--- src/rtl/mmio_io_controller.sv ---
// mmio_io_controller: memory-mapped I/O shim between the processor data port
// and RAM. It has NUM_IN debounced, edge-latched button channels and NUM_OUT
// writable and readable output registers. Unmapped accesses go through to RAM
// unchanged. Mapped writes never reach RAM.
module mmio_io_controller #(
  parameter int unsigned NUM_IN          = 4,
  parameter int unsigned NUM_OUT         = 4,
  parameter int unsigned OUT_WIDTH       = 32,
  parameter int unsigned DEBOUNCE_CYCLES = 16,
  parameter logic [31:0] IN_BASE         = 32'd1000,
  parameter logic [31:0] OUT_BASE        = 32'd2000
) (
  input  logic                           clock,
  input  logic                           reset,
  input  logic [31:0]                    address_dmem,
  input  logic                           wren,
  input  logic [31:0]                    data,
  output logic [31:0]                    q_dmem,
  input  logic [31:0]                    mem_q,
  output logic                           mem_wren,
  input  logic [NUM_IN-1:0]              btn_raw,
  output logic [NUM_OUT*OUT_WIDTH-1:0]   out_regs,
  output logic [NUM_OUT-1:0]             out_strobe,
  output logic [NUM_IN-1:0]              btn_stable
);

  // Index widths. Each is clamped to at least one bit so single-channel
  // builds still elaborate.
  localparam int unsigned IN_IW  = (NUM_IN  > 1) ? $clog2(NUM_IN)  : 1;
  localparam int unsigned OUT_IW = (NUM_OUT > 1) ? $clog2(NUM_OUT) : 1;
  localparam int unsigned CNT_W  = (DEBOUNCE_CYCLES > 1) ? $clog2(DEBOUNCE_CYCLES) : 1;

  // Exclusive upper bounds of the two mapped windows.
  localparam logic [31:0] IN_END  = IN_BASE  + 32'(NUM_IN);
  localparam logic [31:0] OUT_END = OUT_BASE + 32'(NUM_OUT);

  // The last count before an accepted level change.
  localparam logic [CNT_W-1:0] CNT_MAX = CNT_W'(DEBOUNCE_CYCLES - 1);

  // ---------------------------------------------------------------------------
  // Address decode, done on the full 32-bit address
  // ---------------------------------------------------------------------------
  logic              in_hit;
  logic              out_hit;
  logic [IN_IW-1:0]  in_idx;
  logic [OUT_IW-1:0] out_idx;

  assign in_hit  = (address_dmem >= IN_BASE)  && (address_dmem < IN_END);
  assign out_hit = (address_dmem >= OUT_BASE) && (address_dmem < OUT_END);
  assign in_idx  = IN_IW'(address_dmem - IN_BASE);
  assign out_idx = OUT_IW'(address_dmem - OUT_BASE);

  // RAM only sees writes that fall outside both mapped windows.
  assign mem_wren = wren & ~in_hit & ~out_hit;

  // ---------------------------------------------------------------------------
  // State
  // ---------------------------------------------------------------------------
  logic [NUM_IN-1:0]            sync1_q,  sync1_d;
  logic [NUM_IN-1:0]            sync2_q,  sync2_d;
  logic [NUM_IN-1:0]            stable_q, stable_d;
  logic [NUM_IN-1:0]            sticky_q, sticky_d;
  logic [CNT_W-1:0]             cnt_q [NUM_IN];
  logic [CNT_W-1:0]             cnt_d [NUM_IN];
  logic [NUM_OUT*OUT_WIDTH-1:0] out_q,    out_d;
  logic [NUM_OUT-1:0]           strobe_q, strobe_d;

  assign out_regs   = out_q;
  assign out_strobe = strobe_q;
  assign btn_stable = stable_q;

  // ---------------------------------------------------------------------------
  // Read-back mux (combinational, adds no latency)
  // ---------------------------------------------------------------------------
  logic [31:0] out_lsb;
  logic [31:0] rd_word;

  assign out_lsb = 32'(out_idx) * OUT_WIDTH;

  // Choose the read data: input channel status, an output register, or RAM.
  always_comb begin
    rd_word = mem_q;
    if (in_hit) begin
      rd_word = {30'd0, sticky_q[in_idx], stable_q[in_idx]};
    end else if (out_hit) begin
      rd_word = 32'd0;
      rd_word[OUT_WIDTH-1:0] = out_q[out_lsb +: OUT_WIDTH];
    end else begin
      rd_word = mem_q;
    end
  end

  assign q_dmem = rd_word;

  // ---------------------------------------------------------------------------
  // Next-state logic
  // ---------------------------------------------------------------------------

  // Input path: synchronise, debounce, then latch rising edges into the
  // sticky flags.
  always_comb begin
    sync1_d  = btn_raw;
    sync2_d  = sync1_q;
    stable_d = stable_q;
    sticky_d = sticky_q;
    for (int i = 0; i < int'(NUM_IN); i++) begin
      cnt_d[i] = cnt_q[i];
    end
    for (int i = 0; i < int'(NUM_IN); i++) begin
      // Any sample equal to the current stable level restarts the count.
      // Otherwise the count runs until it reaches CNT_MAX, and the next
      // disagreeing sample flips the level.
      if (sync2_q[i] == stable_q[i]) begin
        cnt_d[i] = '0;
      end else if (cnt_q[i] == CNT_MAX) begin
        stable_d[i] = sync2_q[i];
        cnt_d[i]    = '0;
      end else begin
        cnt_d[i] = cnt_q[i] + CNT_W'(1);
      end
      // A write to the channel clears its flag. A rising stable edge on the
      // same clock edge overrides the clear.
      sticky_d[i] = (sticky_q[i] & ~(wren & in_hit & (in_idx == IN_IW'(i))))
                  | (stable_d[i] & ~stable_q[i]);
    end
  end

  // Output path: load the addressed register and raise its strobe for one
  // cycle.
  always_comb begin
    out_d    = out_q;
    strobe_d = '0;
    for (int j = 0; j < int'(NUM_OUT); j++) begin
      if (wren && out_hit && (out_idx == OUT_IW'(j))) begin
        strobe_d[j] = 1'b1;
        out_d[j*OUT_WIDTH +: OUT_WIDTH] = data[OUT_WIDTH-1:0];
      end else begin
        strobe_d[j] = 1'b0;
      end
    end
  end

  // ---------------------------------------------------------------------------
  // Registers
  // ---------------------------------------------------------------------------

  // State update. Asserting reset clears everything at once, including any
  // partial debounce count.
  always_ff @(posedge clock or negedge reset) begin
    if (!reset) begin
      sync1_q  <= '0;
      sync2_q  <= '0;
      stable_q <= '0;
      sticky_q <= '0;
      for (int i = 0; i < int'(NUM_IN); i++) begin
        cnt_q[i] <= '0;
      end
      out_q    <= '0;
      strobe_q <= '0;
    end else begin
      sync1_q  <= sync1_d;
      sync2_q  <= sync2_d;
      stable_q <= stable_d;
      sticky_q <= sticky_d;
      for (int i = 0; i < int'(NUM_IN); i++) begin
        cnt_q[i] <= cnt_d[i];
      end
      out_q    <= out_d;
      strobe_q <= strobe_d;
    end
  end

endmodule

--- config.mk ---
export PLATFORM = sky130hd
export DESIGN_NAME = mmio_io_controller
export DESIGN_NICKNAME = d
export VERILOG_FILES = /design/src/rtl/mmio_io_controller.sv
export SDC_FILE = /design/constraint.sdc
export NUM_CORES = 1
export LEC_CHECK = 0
export CORE_MARGIN = 2
export CORE_UTILIZATION = 40
export DETAILED_ROUTE_END_ITERATION = 10
export PLACE_DENSITY_LB_ADDON = 0.1
export SYNTH_ARGS = -nofsm -noshare
export SYNTH_HDL_FRONTEND = slang
export SYNTH_SLANG_ARGS = --single-unit
--- constraint.sdc ---
create_clock -name clock -period 4.1 [get_ports clock]
set_clock_uncertainty 0.15 [all_clocks]
set_input_delay 0.41 -clock clock [delete_from_list [all_inputs] [get_ports clock]]
set_output_delay 0.41 -clock clock [all_outputs]
set_load 0.05 [all_outputs]
Word-level counts from Yosys, hierarchy flattened. Cells that the tools add are included.

Bits of input ports: 103. Word-level logic and storage cells: 103. Register bits after elaboration: 164.

Reduce and logical (&&, ||, !) cells: 9. Shift operators: 1. Equal/unequal tests: 14. Magnitude comparators: 5. Multiplexer cells: 26. Bitwise logic cells: 29. Add/sub/neg operators: 6.

Operators with widths (number): variable part select 128 x 8 -> 32 bit (1); 2-to-1 mux 32 bit (2); greater-or-equal comparator 32 x 10 -> 1 bit (second input constant) (1); greater-or-equal comparator 32 x 11 -> 1 bit (second input constant) (1); < comparator 32 x 10 -> 1 bit (second input constant) (1); < comparator 32 x 11 -> 1 bit (second input constant) (1); 2-to-1 mux 4 bit (8); adder 4 x 1 -> 4 bit (second input constant) (4); equality test 4 bit (second input constant) (4); bitwise AND 1 bit (15); 2-to-1 mux 1 bit (14); inverter 1 bit (10); equality test 2 bit (second input constant) (4); logical AND 1 bit (7); binary-select mux 1 bit (select 2 bit) (2); equality test 1 bit (4); equality test 2 x 1 -> 1 bit (second input constant) (2); zero test 2 bit (2); bitwise OR 1 bit (4); subtractor 2 x 1 -> 2 bit (second input constant) (2); < comparator 2 x 3 -> 1 bit (second input constant) (1).

Logic depth before layout (Yosys ltp). Gate-level depths: netlist of the first run.

Depth in word-level cells: 7. Gate-level depth with buffers: 7.

Worst setup path after synthesis of the first run. Ideal clock, no wire load.

Path type: in2out. Start: input address_dmem[29]. End: output q_dmem[0]. Arrival: 2355 ps. Stages on the path: 6. Setup slack: 1185 ps. Path buffers: 2. Path through: nor4_1 > nand4_1 > buf_2 > a211o_1 > clkbuf_1 > a22oi_1.

Word-level cells in the longest chain between the ends: 4. Elaborated cells on any way between the ends: 8. Classes of those cells: order compare (4); mux (2); reduce/logical (2).

RTL lines: start: declaration (RTL line 15) `input logic [31:0] address_dmem,`; greater-or-equal comparator 32 x 11 -> 1 bit / < comparator 32 x 11 -> 1 bit (equally long branches) (RTL line 49) `assign out_hit = (address_dmem >= OUT_BASE) && (address_dmem < OUT_END);`; logical AND 1 bit (RTL line 49); 2-to-1 mux 32 bit (RTL line 85) `end else if (out_hit) begin`; 2-to-1 mux 32 bit * (RTL line 83) `if (in_hit) begin`; end: declaration (RTL line 18) `output logic [31:0] q_dmem,`.

Mark *: on every way between the ends. The rest lies on a longest branch, timed or not.

Worst setup path after layout of the first run.
Start: input address_dmem[13]. End: output q_dmem[24].

The elaborated chain is that of the path after synthesis.

==> results of run 1 <==
[worst paths after layout]
check                                           end  slack (ns)  cells after the start
min reg2reg                    sync2_q[1]$_DFF_PN0_        0.20                      0
max reg2reg                 btn_stable[3]$_DFF_PN0_        2.68                      3
max                                      q_dmem[24]        0.64                      7
min in group asynchronous   out_regs[7]$_DFFE_PN0P_        0.45                      2
min                            sync2_q[1]$_DFF_PN0_        0.20                      0
max in group asynchronous  out_regs[66]$_DFFE_PN0P_        2.38                      3
[sequential cells by signal, summed over array words and instances, names as in the netlist]
name and cells:
sticky_q 4, out_regs 128, sync2_q 4, out_strobe 4, cnt_q 16, btn_stable 4, sync1_q 4
[layer usage]
layer / up-vias / part of all wire (%)
met5: - / 0
met4: 0 / 1.5
met3: 17 / 5.8
met2: 188 / 51
met1: 2785 / 42
li1: 2396 / -
[logic make-up after synthesis]
| kind of cell | Yosys count | synth area share (%) |
|---|---|---|
| flip-flops | 164 | 54.4 |
| XOR/XNOR | 8 | 0.929 |
| adder cells (fa/ha/maj) | 4 | 0.663 |
| multiplexers | 166 | 31.3 |
| AND/OR/NAND/NOR | 52 | 4.24 |
| buffers and inverters | 37 | 2.80 |
| AO/OA/AOI/OAI | 56 | 5.62 |
[power groups by stage]
stage               clock, mW  combinational, mW  sequential, mW
floorplan                   0              0.132            1.67
global placement            0              0.315            1.67
detailed placement          0              0.323            1.67
CTS                      1.67              0.325            1.64
global route             1.73              0.343            1.65
finish                   1.63              0.320            1.65
[stage by stage]
step	hold slack (ns)	std cells
after global placement	0.182	973
final	0.197	1003
after global routing	0.207	1003
after floorplan	-0.0356	487
after detailed placement	0.186	973
after CTS	0.200	1003
[layout by cell type, fill, tap and decap left out, types with 12 or more instances in the layout]
cell and n:
a22o_1 29, buf_4 42, clkbuf_16 17, clkdlybuf4s50_1 235
dfrtp_1 164, mux2_1 29, mux2_2 73, mux2_4 30
mux4_2 34, nor2_1 12
[critical path: cells and delay by family]
family / cells / cell delay (ns)
simple gates: 2 / 0.62
buf+inv: 3 / 0.94
compound gates: 2 / 0.92
[final cells by class]
class | count | area, µm² | share of cell area, %
Clock buffer | 19 | 443 | 4.02
Clock inverter | 10 | 159 | 1.44
Inverter | 6 | 22.5 | 0.204
Multi-Input combinational cell | 286 | 3250 | 29.4
Sequential cell | 164 | 4100 | 37.2
Tap cell | 234 | 293 | 2.66
Timing Repair Buffer | 284 | 2760 | 25.0
[timing repair]
item,CTS,global route
hold buffers,1,0
resized for setup,0,0
endpoints found under the hold margin,83,0
==> flow_summary.toml, run 1 <==
[run_status]
status = "completed"

[hold_path]
hold_path_startpoint = "sync1_q[1]$_DFF_PN0_"
min_path_type = "reg2reg"

[floorplanning]
dieArea_um2 = 20000
io_pins = 272
die_w_um = 141
die_y_um = 141
rows = 50
core_region_area_um2 = 18600
initial_core_util_pct = 40.6

[critical_path]
critPathMaxFanout = 20
crit_top_cell = "buf_4"
critPathLaunchType = "input pin"
cp.required_ns = 3.54
cp_slowest_stage_delay_ns = 0.66
crit_path_top_delay_cell = "a211o_1"
critPathKind = "in2out"
cp-end-kind = "output pin"
arrival_ns = 2.90
worstSetupStartpoint = "address_dmem[13]"
r2r_start = "cnt_q[0]$_DFF_PN0_"
crit_chain = "clkdlybuf4s50_1 > nor4_1 > nand4_1 > a211o_1 > buf_4 > a22o_1 > buf_4"

[timing]
max-slew-margin-rel_pct = 32.4
drv_slew = 0
worst_slack_ns = 0.639
timing.fmax_mhz = 289
rsz0062_at_grt = "no"
worst_slew_pin_slew_ns = 1.01
finalSetupViolCount = 0
finalHoldViolCount = 0
period_share_pct = 84.4
fin_crit_ns = 3.46
final.setup.tns_ns = 0

[global_routing]
grt_use_met1_pct = 26.4
antenna_found_initial = 0
grt.met3_usage_pct = 5.13
grt_max_degree = 85
overflow = 0
grt_pass1_vias = 5829
use_met2_pct = 36.9
track_usage_pct = 21.1
grt_busiest_layer = "met2"
grt_first_pass_wirelength_um = 32700

[placement]
port_buffers = 271
dp_slack_ns = 0.447
routabilityCongestion = 0.763
hpwl_um = 14800
placed_area_um2 = 10400

[run]
cap_violations = 0

[detailed_routing]
ant_nets = 0
routed_wirelength_um = 20800
vias_per_cell = 5.37
drt_iter0_drc = 210
wire_per_inst_um = 20.7
dr.pass1.iters = 6
drc = 0
vias = 5386

[cts]
cts_inserted_buffers = 17
clk_pin_slew_worst_paths_ns = 0.06
worstSkewPairLatency_ns = 0.41
cts_tree = "done"
htreeDepth = 4
ctsLongestPathBuffers = 2
root_buffer = "clkbuf_16"
clock-sinks = 164
post_cts_buffers = 0

[power]
switchingPower_mw = 0.784
swShare_pct = 21.8
irDropWorstVdd_uv = 266
leakage_nw = 5.03
p_seq_share_pct = 45.8
p_comb_share_pct = 8.9
pwr-share-clk_pct = 45.3
power_density_nw_per_um2 = 326
finalPower_mw = 3.59
intPower_mw = 2.81

[synth]
synth_nets = 594
netlist_instances = 487
yosys_warnings = 0
syn-cell-area_um2 = 7540
synth_top_area_share_pct = 54.4
async_flop_share_pct = 100
yosysUniqueCellTypes = 38
synth_top_area_cell = "dfrtp_1"
synth_seq_area_share_pct = 54.4
ys_ff_latch = 164
yosys.cell_count.top_type = "dfrtp_1"
yosys-top-cells-area = "dfrtp_1 54%, mux2_2 11%, mux4_2 10%, mux2_4 6.0%, mux2_1 4.3%"
synth_common_cells = "164 x dfrtp_1, 73 x mux2_2, 34 x mux4_2"
synth-main-ff-cell = "dfrtp_1"
avgSynthCellArea_um2 = 15.5
synth_edf_count = 0

[layout]
area_growth_syn_to_layout_pct = 46.1
fin_nets = 866
antenna_cells = 0
fill_cells = 1475
fin_util_pct = 59.3
design_area_um2 = 11000
drive_above_1_share_pct = 28.5
Power figures use the tool's default switching activity.
==> run 2: changes to the inputs <==
==> constraint.sdc (replaced) <==
create_clock -name clock -period 3.19 [get_ports clock]
set_clock_uncertainty 0.15 [all_clocks]
set_input_delay 0.319 -clock clock [delete_from_list [all_inputs] [get_ports clock]]
set_output_delay 0.319 -clock clock [all_outputs]
set_load 0.05 [all_outputs]
==> run 2 against run 1 <==
Critical endpoint unchanged. Final area grew 0.81%. Critical path depth grew 1. Via count grew 0.50%. Die area did not move. Wire length rose by 0.91%. Combinational power grew 30%. Sequential share of layout area shrank 0.30 points. Register-to-register slack got worse by 0.92 ns. Worst hold slack lost 0.011 ns. Largest cell class unchanged. First-iteration DRC count rose by 7.1%. Count of clock-buffer cells in the layout stayed put.
==> flow_summary.toml, run 2 (synthesis gave the netlist of run 1 again) <==
[critical_path]
critPathMaxFanout = 15
critPathLaunchType = "input pin"
crit_family = "buffers and inverters"
crit_path_top_delay_cell = "clkdlybuf4s50_1"
arrival_ns = 2.49
crit_top_cell = "buf_4"
cp-end-kind = "output pin"
crit_chain = "clkdlybuf4s50_1 > nor4_1 > nand4_1 > buf_4 > nor3_2 > buf_4 > a22o_1 > buf_4"
cp_slowest_stage_delay_ns = 0.42
crit_buf_inv = 4
critPathKind = "in2out"
cp.required_ns = 2.72

[layout]
area_growth_syn_to_layout_pct = 47.3
largest_reg_flops = 128
layout_common_cells = "235 x clkdlybuf4s50_1, 164 x dfrtp_1, 73 x mux2_2, 49 x buf_4, 34 x mux4_2"
antenna_cells = 0
fin_nets = 875
final_common_cell = "clkdlybuf4s50_1"
fin_util_pct = 59.8
design_area_um2 = 11100
drive_above_1_share_pct = 29.7

[global_routing]
antenna_found_initial = 0
grt_first_pass_wirelength_um = 33200
grt_pass1_vias = 5903
grt_max_degree = 95
grt_busiest_layer = "met2"
use_met2_pct = 37.5
overflow = 0
grt_use_met1_pct = 26.4
grt.met3_usage_pct = 5.74
track_usage_pct = 21.6

[timing]
rsz0062_at_grt = "no"
finalSetupViolCount = 0
finalHoldViolCount = 0
drv_slew = 0
worst_slack_ns = 0.231
final.setup.tns_ns = 0
worst_slew_pin_slew_ns = 0.869
fin_crit_ns = 2.96
timing.fmax_mhz = 338
period_share_pct = 92.8
max-slew-margin-rel_pct = 42.1

[floorplanning]
initial_core_util_pct = 40.6
core_region_area_um2 = 18600
die_y_um = 141
io_pins = 272
dieArea_um2 = 20000
die_w_um = 141
rows = 50

[cts]
holdBufCountCts = 1
clock-sinks = 164
cts_inserted_buffers = 17
post_cts_buffers = 0
cts_resized = 0
root_buffer = "clkbuf_16"
clk_pin_slew_worst_paths_ns = 0.06
htreeDepth = 4
worstSkewPairLatency_ns = 0.42
ctsLongestPathBuffers = 2
cts_tree = "done"

[detailed_routing]
drc = 0
wire_per_inst_um = 20.7
drt_iter0_drc = 225
dr.pass1.iters = 4
vias = 5413
ant_nets = 0
vias_per_cell = 5.33
routed_wirelength_um = 21000

[placement]
placed_area_um2 = 10500
dp_slack_ns = 0.209
hpwl_um = 15300
port_buffers = 271
routabilityCongestion = 0.817

[power]
finalPower_mw = 4.59
power_density_nw_per_um2 = 413
irDropWorstVdd_uv = 366
leakage_nw = 5.07

[hold_path]
min_path_type = "in2reg"

[run]
cap_violations = 0

[run_status]
status = "completed"
## run 2: changes by cell type in the layout (fill, tap and decap cells not counted), sizes merged
| cell | change |
|---|---|
| clkinv | -1 |
| inv | +5 |
| bufinv | -2 |
| clkinvlp | +1 |
| buf | +9 |
## run 2: report_power, final
group	switching [mW]	internal (mW)	total [mW]
registers	0.0166	2.10	2.11
logic	0.217	0.200	0.417
clock network	0.852	1.21	2.06
## run 2: routing by layer
layer	vias to the layer above	wire, µm	part of all wire [%]
li1	2425	-	-
met1	2783	8540	41
met2	184	10800	52
met3	21	1370	6.5
met4	0	263	1.3
met5	-	0	0
## run 2: final timing paths
check | from | end | slack, ns | cells past startpoint
min reg2reg | sync1_q[1]$_DFF_PN0_ | sync2_q[1]$_DFF_PN0_ | 0.20 | 0
max reg2reg | cnt_q[4]$_DFF_PN0_ | btn_stable[2]$_DFF_PN0_ | 1.76 | 3
max in group asynchronous | reset | out_regs[11]$_DFFE_PN0P_ | 1.61 | 3
min in group asynchronous | reset | out_regs[39]$_DFFE_PN0P_ | 0.40 | 2
max | address_dmem[28] | q_dmem[24] | 0.23 | 8
min | btn_raw[1] | sync1_q[1]$_DFF_PN0_ | 0.19 | 1
## run 2: final cells by class
| type | count | area [µm²] |
|---|---|---|
| Clock inverter | 13 | 145 |
| Sequential cell | 164 | 4100 |
| Tap cell | 234 | 293 |
| Clock buffer | 19 | 453 |
| Fill cell | 1465 | 7470 |
| Inverter | 6 | 22.5 |
| Multi-Input combinational cell | 286 | 3250 |
| Timing Repair Buffer | 293 | 2850 |
## run 2: stage by stage
stage               std cells  hold WS (ns)
finish                   1015         0.186
global route             1015         0.174
CTS                      1015         0.164
detailed placement        982         0.186
global placement          982         0.182
floorplan                 487        -0.127
==> run 3: changes to the inputs <==
--- a/config.mk
+++ b/config.mk
@@ -7,8 +7,10 @@
 export LEC_CHECK = 0
 export CORE_MARGIN = 2
 export CORE_UTILIZATION = 40
+export CTS_BUF_LIST = sky130_fd_sc_hd__clkbuf_2
 export DETAILED_ROUTE_END_ITERATION = 10
 export PLACE_DENSITY_LB_ADDON = 0.1
+export SLEW_MARGIN = 30
 export SYNTH_ARGS = -nofsm -noshare
 export SYNTH_HDL_FRONTEND = slang
 export SYNTH_SLANG_ARGS = --single-unit
==> run 3 against run 2 <==
Global-route usage decreased by 0.086 points. Power is 20% lower. Fmax is 3.9% lower. Sequential share of layout area is 0.88 points higher. Via count up 1.1%. Register-to-register slack lost 0.03 ns. Critical endpoint is now q_dmem[1]. Largest power group unchanged. Highest routed layer unchanged.
==> flow_summary.toml, run 3 (synthesis gave the netlist of run 1 again) <==
[cts]
clock-sinks = 164
htreeDepth = 4
cts_inserted_buffers = 17
cts_tree = "done"
worstSkewPairLatency_ns = 0.72
ctsLongestPathBuffers = 2
clk_pin_slew_worst_paths_ns = 0.23
root_buffer = "clkbuf_2"

[layout]
multi_input_area_um2 = 3250
area_growth_syn_to_layout_pct = 43.9
drive_above_1_share_pct = 29.3
fill_cells = 1504
fin_nets = 883
final_common_cell = "clkdlybuf4s50_1"
largest_reg_flops = 128
final-seq-area_um2 = 4100
layout_common_cells = "235 x clkdlybuf4s50_1, 164 x dfrtp_1, 73 x mux2_2, 49 x buf_4, 34 x mux4_2"

[timing]
fin_crit_ns = 3.08
finalHoldViolCount = 0
finalSetupViolCount = 0
period_share_pct = 96.5
worst_slew_pin_slew_ns = 0.654
final.setup.tns_ns = 0
rsz0062_at_grt = "no"
drv_slew = 0
max-slew-margin-rel_pct = 56.4
timing.fmax_mhz = 325

[placement]
hpwl_um = 15300
port_buffers = 271
routabilityCongestion = 0.817

[floorplanning]
die_y_um = 141
core_region_area_um2 = 18600
initial_core_util_pct = 40.6
dieArea_um2 = 20000
io_pins = 272
rows = 50
die_w_um = 141

[critical_path]
arrival_ns = 2.61
critPathKind = "in2out"
cp-end-kind = "output pin"
critPathMaxFanout = 16
critPathLaunchType = "input pin"
cp.required_ns = 2.72

[global_routing]
grt_first_pass_wirelength_um = 33000
grt_pass1_vias = 5895
antenna_found_initial = 1
grt_max_degree = 95
track_usage_pct = 21.6
overflow = 0

[power]
finalPower_mw = 3.66
power_density_nw_per_um2 = 337
leakage_nw = 4.96
irDropWorstVdd_uv = 211

[run_status]
status = "completed"

[detailed_routing]
ant_nets = 0
drt_iter0_drc = 233
routed_wirelength_um = 21000
vias = 5470
dr.pass1.iters = 4
wire_per_inst_um = 20.5
vias_per_cell = 5.34
drc = 0

[run]
cap_violations = 0

[hold_path]
min_path_type = "in2reg"
-- run 3: metrics by stage --
stage	hold slack, ns	cells	utilization (%)	instance area (µm²)	setup slack (ns)
6_report	0.0904	1024	58.4	10900	0.110
5_1_grt	0.00336	1024	58.4	10900	0.0297
4_1_cts	0.00534	1021	58.2	10800	0.0484
3_5_place_dp	0.186	982	56.5	10500	0.209
3_3_place_gp	0.182	982	56.5	10500	0.282
2_1_floorplan	-0.127	487	-	7540	0.457
-- run 3: final cells by class --
class                           instances  share of cell area (%)
Sequential cell                       164                    37.8
Multi-Input combinational cell        286                    29.9
Timing Repair Buffer                  301                    27.2
Tap cell                              234                    2.70
Clock inverter                         15                    1.41
Clock buffer                           17                   0.784
Inverter                                6                   0.207
Antenna cell                            1                  0.0230
-- run 3: critical path, stage by stage --
cell and delay [ns]:
dlygate4sd3_1 0.54, clkbuf_4 0.34, buf_12 0.24, mux4_2 0.54, o22ai_1 0.22, a22oi_1 0.20
buf_12 0.20
-- run 3: routing by layer --
layer | track usage [%] | up-vias | routed length [µm]
met5 | 0 | - | 0
met4 | 5.63 | 0 | 267
met3 | 6.75 | 16 | 1510
met2 | 37.4 | 201 | 10800
met1 | 26.2 | 2820 | 8400
li1 | - | 2433 | -
-- run 3: path summary, 6_finish.rpt --
check,slack (ns),start,end,depth (start not counted)
hold / removal,0.09,address_dmem[1],out_strobe[2]$_DFF_PN0_,3
max in group asynchronous,1.50,reset,out_regs[12]$_DFFE_PN0P_,5
setup reg to reg,1.73,cnt_q[12]$_DFF_PN0_,btn_stable[0]$_DFF_PN0_,3
setup / recovery,0.11,address_dmem[0],q_dmem[1],7
hold reg to reg,0.23,sync1_q[3]$_DFF_PN0_,sync2_q[3]$_DFF_PN0_,0
min in group asynchronous,0.38,reset,out_regs[40]$_DFFE_PN0P_,3
-- run 3: power breakdown --
part	switching [mW]	internal (mW)	leakage [nW]
sequential	0.0164	2.10	2.24
combinational	0.218	0.209	2.58
clock	0.748	0.364	0.137
total	0.983	2.67	4.96
-- run 3: timing repair --
action	in CTS	in global routing
setup buffers	0	0
setup endpoints to repair	0	1
gates resized for setup	0	1
hold buffers	7	1
hold endpoints to repair	97	26
